## src/rtl/uart_link.sv

```systemverilog
// uart_link: UART transmitter with a small TX FIFO plus an independent
// receiver. Frames are start bit, DATA_BITS data bits (LSB first), an
// optional parity bit and STOP_BITS stop bits. The receiver checks only
// the first stop bit.
module uart_link #(
    parameter int CLKS_PER_BIT = 868,
    parameter int DATA_BITS    = 8,
    parameter int PARITY       = 0,
    parameter int STOP_BITS    = 1,
    parameter int FIFO_DEPTH   = 16
) (
    input  logic                 input_clk,
    input  logic                 reset,
    input  logic [DATA_BITS-1:0] tx_data,
    input  logic                 tx_valid,
    output logic                 tx_ready,
    output logic                 tx_busy,
    output logic                 Tx,
    input  logic                 Rx,
    output logic [DATA_BITS-1:0] rx_data,
    output logic                 rx_valid,
    output logic                 parity_err,
    output logic                 frame_err
);

    localparam int AW = $clog2(FIFO_DEPTH);
    localparam int CW = $clog2(CLKS_PER_BIT);
    localparam logic [CW-1:0] BIT_LAST  = CW'(CLKS_PER_BIT - 1);
    localparam logic [CW-1:0] HALF_LAST = CW'(CLKS_PER_BIT / 2 - 1);
    localparam logic [AW:0]   FULL      = (AW + 1)'(FIFO_DEPTH);
    localparam logic [3:0]    DATA_LAST = 4'(DATA_BITS - 1);
    localparam logic [3:0]    STOP_LAST = 4'(STOP_BITS - 1);
    localparam bit            HAS_PARITY = (PARITY != 0);

    typedef enum logic [2:0] {
        TX_IDLE, TX_START, TX_DATA, TX_PARITY, TX_STOP
    } tx_state_t;

    typedef enum logic [2:0] {
        RX_IDLE, RX_START, RX_DATA, RX_PARITY, RX_STOP, RX_WAIT_HIGH
    } rx_state_t;

    // Parity bit that accompanies a word: odd mode makes the total number
    // of ones odd, even mode makes it even.
    function automatic logic parity_of(input logic [DATA_BITS-1:0] d);
        return (PARITY == 1) ? ~^d : ^d;
    endfunction

    // ------------------------------------------------------------------
    // TX FIFO
    // ------------------------------------------------------------------
    logic [DATA_BITS-1:0] fifo_mem [FIFO_DEPTH];
    logic [AW-1:0]        wr_ptr;
    logic [AW-1:0]        rd_ptr;
    logic [AW:0]          count;
    logic                 fifo_empty;
    logic                 fifo_push;
    logic                 fifo_pop;
    logic [DATA_BITS-1:0] fifo_head;

    tx_state_t            tx_state;
    logic [CW-1:0]        tx_cnt;
    logic [3:0]           tx_bit;
    logic [DATA_BITS-1:0] tx_shift;
    logic                 tx_par;
    logic                 tx_bit_done;

    assign fifo_empty  = (count == '0);
    assign tx_ready    = (count != FULL);
    assign fifo_push   = tx_valid && tx_ready && !reset;
    assign fifo_head   = fifo_mem[rd_ptr];
    assign tx_bit_done = (tx_cnt == BIT_LAST);
    assign tx_busy     = (tx_state != TX_IDLE) || !fifo_empty;

    // Pop the head word when the transmitter is ready for a new frame.
    // NOTE: every signal assigned in always_comb gets a default first so no latch is inferred.
    always_comb begin
        fifo_pop = 1'b0;
        if (!fifo_empty) begin
            if (tx_state == TX_IDLE)
                fifo_pop = 1'b1;
            else if (tx_state == TX_STOP && tx_bit_done && tx_bit == STOP_LAST)
                fifo_pop = 1'b1;
        end
    end

    // Storage array; the pointers define validity, so it carries no reset.
    // NOTE: memories are left unreset so they map onto plain RAM cells.
    always_ff @(posedge input_clk) begin
        if (fifo_push)
            fifo_mem[wr_ptr] <= tx_data;
    end

    // FIFO pointers and occupancy; a push and pop together keep the count.
    // NOTE: sequential state uses non-blocking assignments so every flop samples pre-edge values.
    always_ff @(posedge input_clk) begin
        if (reset) begin
            wr_ptr <= '0;
            rd_ptr <= '0;
            count  <= '0;
        end else begin
            if (fifo_push)
                wr_ptr <= wr_ptr + 1'b1;
            if (fifo_pop)
                rd_ptr <= rd_ptr + 1'b1;
            case ({fifo_push, fifo_pop})
                2'b10:   count <= count + 1'b1;
                2'b01:   count <= count - 1'b1;
                default: count <= count;
            endcase
        end
    end

    // ------------------------------------------------------------------
    // TX FSM: Tx is registered and changes on the edge that enters a bit.
    // ------------------------------------------------------------------
    always_ff @(posedge input_clk) begin
        if (reset) begin
            tx_state <= TX_IDLE;
            tx_cnt   <= '0;
            tx_bit   <= '0;
            tx_shift <= '0;
            tx_par   <= 1'b0;
            Tx       <= 1'b1;
        end else begin
            case (tx_state)
                TX_IDLE: begin
                    Tx <= 1'b1;
                    if (fifo_pop) begin
                        tx_shift <= fifo_head;
                        tx_par   <= parity_of(fifo_head);
                        tx_cnt   <= '0;
                        Tx       <= 1'b0;
                        tx_state <= TX_START;
                    end
                end
                TX_START: begin
                    if (tx_bit_done) begin
                        tx_cnt   <= '0;
                        tx_bit   <= '0;
                        Tx       <= tx_shift[0];
                        tx_state <= TX_DATA;
                    end else begin
                        tx_cnt <= tx_cnt + 1'b1;
                    end
                end
                TX_DATA: begin
                    if (tx_bit_done) begin
                        tx_cnt <= '0;
                        if (tx_bit == DATA_LAST) begin
                            tx_bit <= '0;
                            if (HAS_PARITY) begin
                                Tx       <= tx_par;
                                tx_state <= TX_PARITY;
                            end else begin
                                Tx       <= 1'b1;
                                tx_state <= TX_STOP;
                            end
                        end else begin
                            tx_bit   <= tx_bit + 1'b1;
                            tx_shift <= {1'b0, tx_shift[DATA_BITS-1:1]};
                            Tx       <= tx_shift[1];
                        end
                    end else begin
                        tx_cnt <= tx_cnt + 1'b1;
                    end
                end
                TX_PARITY: begin
                    if (tx_bit_done) begin
                        tx_cnt   <= '0;
                        tx_bit   <= '0;
                        Tx       <= 1'b1;
                        tx_state <= TX_STOP;
                    end else begin
                        tx_cnt <= tx_cnt + 1'b1;
                    end
                end
                TX_STOP: begin
                    if (tx_bit_done) begin
                        tx_cnt <= '0;
                        if (tx_bit == STOP_LAST) begin
                            tx_bit <= '0;
                            if (fifo_pop) begin
                                // Next word queued: go straight to its start bit.
                                tx_shift <= fifo_head;
                                tx_par   <= parity_of(fifo_head);
                                Tx       <= 1'b0;
                                tx_state <= TX_START;
                            end else begin
                                Tx       <= 1'b1;
                                tx_state <= TX_IDLE;
                            end
                        end else begin
                            tx_bit <= tx_bit + 1'b1;
                        end
                    end else begin
                        tx_cnt <= tx_cnt + 1'b1;
                    end
                end
                default: begin
                    Tx       <= 1'b1;
                    tx_state <= TX_IDLE;
                end
            endcase
        end
    end

    // ------------------------------------------------------------------
    // RX path
    // ------------------------------------------------------------------
    logic                 rx_meta;
    logic                 rx_sync;
    logic                 rx_prev;
    rx_state_t            rx_state;
    logic [CW-1:0]        rx_cnt;
    logic [3:0]           rx_bit;
    logic [DATA_BITS-1:0] rx_shift;
    logic                 rx_par;

    // Two-flop synchronizer for the asynchronous line, plus one more flop
    // of history for start-edge detection. All idle high.
    always_ff @(posedge input_clk) begin
        if (reset) begin
            rx_meta <= 1'b1;
            rx_sync <= 1'b1;
            rx_prev <= 1'b1;
        end else begin
            rx_meta <= Rx;
            rx_sync <= rx_meta;
            rx_prev <= rx_sync;
        end
    end

    // RX FSM: find the start edge, confirm it mid-bit, then sample each
    // later bit one bit period apart and report on the first stop bit.
    always_ff @(posedge input_clk) begin
        if (reset) begin
            rx_state   <= RX_IDLE;
            rx_cnt     <= '0;
            rx_bit     <= '0;
            rx_shift   <= '0;
            rx_par     <= 1'b0;
            rx_valid   <= 1'b0;
            rx_data    <= '0;
            parity_err <= 1'b0;
            frame_err  <= 1'b0;
        end else begin
            rx_valid <= 1'b0;
            case (rx_state)
                RX_IDLE: begin
                    if (rx_prev && !rx_sync) begin
                        rx_cnt   <= '0;
                        rx_state <= RX_START;
                    end
                end
                RX_START: begin
                    if (rx_cnt == HALF_LAST) begin
                        rx_cnt <= '0;
                        rx_bit <= '0;
                        // A line already back high was a glitch, not a start bit.
                        rx_state <= rx_sync ? RX_IDLE : RX_DATA;
                    end else begin
                        rx_cnt <= rx_cnt + 1'b1;
                    end
                end
                RX_DATA: begin
                    if (rx_cnt == BIT_LAST) begin
                        rx_cnt   <= '0;
                        rx_shift <= {rx_sync, rx_shift[DATA_BITS-1:1]};
                        if (rx_bit == DATA_LAST)
                            rx_state <= HAS_PARITY ? RX_PARITY : RX_STOP;
                        else
                            rx_bit <= rx_bit + 1'b1;
                    end else begin
                        rx_cnt <= rx_cnt + 1'b1;
                    end
                end
                RX_PARITY: begin
                    if (rx_cnt == BIT_LAST) begin
                        rx_cnt   <= '0;
                        rx_par   <= rx_sync;
                        rx_state <= RX_STOP;
                    end else begin
                        rx_cnt <= rx_cnt + 1'b1;
                    end
                end
                RX_STOP: begin
                    if (rx_cnt == BIT_LAST) begin
                        rx_cnt     <= '0;
                        rx_valid   <= 1'b1;
                        rx_data    <= rx_shift;
                        parity_err <= HAS_PARITY && (rx_par != parity_of(rx_shift));
                        frame_err  <= !rx_sync;
                        rx_state   <= rx_sync ? RX_IDLE : RX_WAIT_HIGH;
                    end else begin
                        rx_cnt <= rx_cnt + 1'b1;
                    end
                end
                RX_WAIT_HIGH: begin
                    // Hold off until the line is idle again (break or bad stop).
                    if (rx_sync)
                        rx_state <= RX_IDLE;
                end
                default: rx_state <= RX_IDLE;
            endcase
        end
    end

endmodule

```

## config.mk

```make
export PLATFORM = sky130hd
export DESIGN_NAME = uart_link
export DESIGN_NICKNAME = d
export VERILOG_FILES = /design/src/rtl/uart_link.sv
export SDC_FILE = /design/constraint.sdc
export NUM_CORES = 1
export LEC_CHECK = 0
export CAP_MARGIN = 20
export CORE_UTILIZATION = 45
export CTS_BUF_LIST = sky130_fd_sc_hd__clkbuf_4 sky130_fd_sc_hd__clkbuf_8 sky130_fd_sc_hd__clkbuf_16
export DETAILED_ROUTE_END_ITERATION = 10
export GPL_ROUTABILITY_DRIVEN = 0
export GPL_TIMING_DRIVEN = 0
export PLACE_DENSITY = 0.59
export REMOVE_ABC_BUFFERS = 1
export SLEW_MARGIN = 30
export SYNTH_ARGS = -nofsm -noshare
export SYNTH_HDL_FRONTEND = slang
export SYNTH_SLANG_ARGS = --single-unit
export TNS_END_PERCENT = 100
```

## constraint.sdc

```tcl
create_clock -name input_clk -period 8.8 [get_ports input_clk]
set_input_delay 0.88 -clock input_clk [delete_from_list [all_inputs] [get_ports input_clk]]
set_output_delay 0.88 -clock input_clk [all_outputs]
set_load 0.01 [all_outputs]
```

==> impl_metrics.json <==
{
  "status": "completed",
  "yosys_warnings": 0,
  "async_flop_share_pct": 0,
  "grt_pass1_vias": 5198,
  "cts_repair_resize_count": 0,
  "gr-total-overflow": 0,
  "hold_path.class": "reg -> reg",
  "cts_root_buf": "clkbuf_16",
  "numCtsBuffers": 23,
  "r2r_end": "count[4]$_SDFFE_PP0P_",
  "fp.dieW_um": 142,
  "r2r_cells": 14,
  "yosysSeqAreaShare_pct": 62.1,
  "cts_tree": "built",
  "wl_um": 16900,
  "worstHoldStart": "rx_meta$_SDFF_PP1_",
  "worstPathMaxFanout": 8,
  "ioPinCount": 26,
  "rrSetupSlack_ps": 5290,
  "synth_area_per_cell_um2": 13.2,
  "peakVddDrop_v": 0.000178,
  "cp.required_ps": 9190,
  "synth.area.top_cells": "edfxtp_1 44%, dfxtp_1 18%, mux4_2 7.9%, mux2i_1 4.1%, nor2_1 3.2%",
  "ys_ff_latch": 209,
  "fp.coreArea_um2": 19000,
  "final_layout_size_suffix_gt1_share_pct": 13.9,
  "synth_xor_area_share_pct": 2.49,
  "numClockSinks": 209,
  "crit_type": "in -> reg",
  "critPathCaptureType": "register",
  "whs_endpoint": "rx_sync$_SDFF_PP1_",
  "drv_slew": 0,
  "r2r_start": "tx_bit[0]$_SDFFE_PP0P_",
  "grt_pass1_wl_um": 27300,
  "detail_route.iter0.violations": 184,
  "worst_pin_slew_ps": 961,
  "setup_violations": 0,
  "finalCritPeriodShare_pct": 40.0,
  "areaGrowthSynthToFinish_pct": 15.1,
  "ant_nets": 0,
  "start_util_pct": 46.5,
  "io_buffer_count": 24,
  "hold_viol_final": 0,
  "die_h_um": 142,
  "synth_compound_area_share_pct": 7.47,
  "drv_cap": 0,
  "ys.flop_type": "edfxtp_1",
  "tns_ps": 0,
  "fin_nets": 714,
  "worst_hold_slack_ps": 417,
  "hpwl_um": 11100,
  "vias": 5296,
  "hold_buffers": 0,
  "cts.htree.levels": 1,
  "clk_pin_slew_worst_paths_ps": 60,
  "synth_top_family_by_area": "multiplexers",
  "first_pass_iters": 4,
  "num-fill-cells": 1585,
  "crit_arrival_ps": 3910,
  "grt_use_total_pct": 17.6,
  "rsz0062_at_grt": "false",
  "max_freq_mhz": 284,
  "avgViaCountPerCell": 5.49,
  "drcViolationCount": 0,
  "clk_latency_ps": 520,
  "yosysUniqueCellTypes": 63,
  "period_minus_slack_ps": 3520,
  "hold_depth": 1,
  "max_slew_margin_pct": 35.7,
  "antenna_found_initial": 0,
  "cts_setup_buffers": 0,
  "finClkSkew_ps": 15.3,
  "p_leak_nw": 3.46,
  "n_antenna_cell": 0,
  "synth-edff-count": 128,
  "clockBufferDepth": 3,
  "powerDensity_nw_per_um2": 261,
  "synthCells": 667,
  "grt_max_degree": 34,
  "rows": 50,
  "critPathLaunchType": "input port",
  "fin_ws_ps": 5280,
  "synth_common_cells": "128 x edfxtp_1, 81 x dfxtp_1, 76 x nor2_1, 36 x mux2i_1",
  "routedWlPerCell_um": 17.6,
  "die_area_um2": 20100,
  "syn_area_um2": 8810,
  "synthSimpleGateAreaFrac_pct": 11.6,
  "yosysMostFrequentCell": "edfxtp_1",
  "synthAdderAreaFrac_pct": 2.13,
  "yosysTopAreaCell": "edfxtp_1",
  "synth_top_area_share_pct": 43.6,
  "muxShareOfSynthArea_pct": 12.0,
  "place_ws_ps": 4740
}
==> registers in the layout, indices dropped and copies added, names as in the netlist, named ones only <==
name       flops
wr_ptr         4
rx_valid       1
rx_cnt        10
tx_cnt        10
rx_data        8
count          5
Tx             1
rx_shift       8
rx_state       3
tx_shift       8
tx_bit         4
tx_state       3
rx_sync        1
frame_err      1
rd_ptr         4
rx_bit         4
rx_prev        1
fifo_mem     128
rx_meta        1
==> cells in the final DEF (no fill, tap or decap), drive strengths merged, types with 11 or more instances in the layout <==
cell type,instances
mux2i,36
ha,15
dfxtp,81
nor3,14
inv,14
xor2,11
xnor2,14
clkdlybuf4s50,23
o21ai,22
nand2,30
a21oi,31
mux4,31
clkbuf,34
nor2,77
nand3,12
edfxtp,128
==> cell families after synthesis <==
group                      after synthesis
DFF                                    209
and+or+nand+nor                        202
AOI/OAI and AO/OA                      101
muxes                                   67
buffers and inverters                   47
xor gates and xnor gates                25
adders and majority gates               15
other                                    1
==> worst max-delay path by stage <==
stage                         from                       end  slack [ps]  cells after the start
after floorplan           tx_valid     count[4]$_SDFFE_PP0P_        5690                     12
after global placement       reset  fifo_mem[3][1]$_DFFE_PP_        3830                      4
after detailed placement  tx_valid     count[4]$_SDFFE_PP0P_        4740                     13
after CTS                 tx_valid     count[4]$_SDFFE_PP0P_        5260                     13
after global routing      tx_valid     count[4]$_SDFFE_PP0P_        5040                     13
final                     tx_valid     count[4]$_SDFFE_PP0P_        5280                     13
==> cell type report <==
cell class / count / area [um^2] / area share (%)
Tap cell: 260 / 325 / 3.21
Clock buffer: 34 / 689 / 6.80
Timing Repair Buffer: 30 / 325 / 3.21
Sequential cell: 209 / 5470 / 54.0
Clock inverter: 8 / 110 / 1.09
Inverter: 12 / 45.0 / 0.444
Multi-Input combinational cell: 411 / 3170 / 31.3
==> through the flow <==
| step | total power (W) | instances | area, um^2 | utilization (%) |
|---|---|---|---|---|
| CTS | 0.00267 | 964 | 10100 | 53.5 |
| floorplan | 0.00152 | 632 | 8660 | - |
| detailed placement | 0.00168 | 922 | 9340 | 49.2 |
| global placement | 0.00165 | 916 | 9220 | 48.7 |
| global route | 0.00277 | 964 | 10100 | 53.5 |
| finish | 0.00265 | 964 | 10100 | 53.5 |
==> per-layer routing <==
layer | up-vias | global-route usage (%) | share of wire (%)
li1 | 2546 | - | -
met1 | 2619 | 22.9 | 45
met2 | 93 | 30.3 | 49
met3 | 38 | 2.67 | 3.6
met4 | 0 | 5.49 | 2.5
met5 | - | 0 | 0
==> critical path: stages <==
cell             delay, ps
clkdlybuf4s50_1        470
a21boi_1               430
nor2b_1                410
inv_1                  120
ha_1                   330
xor2_1                 190
ha_1                   230
inv_1                   50
o21ai_0                 70
a21o_1                 180
a221oi_1               340
xnor2_1                160
nor2_1                  50
==> power by group <==
group,total [W],internal (W),leakage [nW],switching (W)
clock network,0.000990,0.000607,0.404,0.000383
registers,0.00115,0.00109,1.81,0.0000552
logic,0.000512,0.000245,1.24,0.000267
total,0.00265,0.00194,3.46,0.000706
Note: power is estimated with default switching activity, not from simulation.
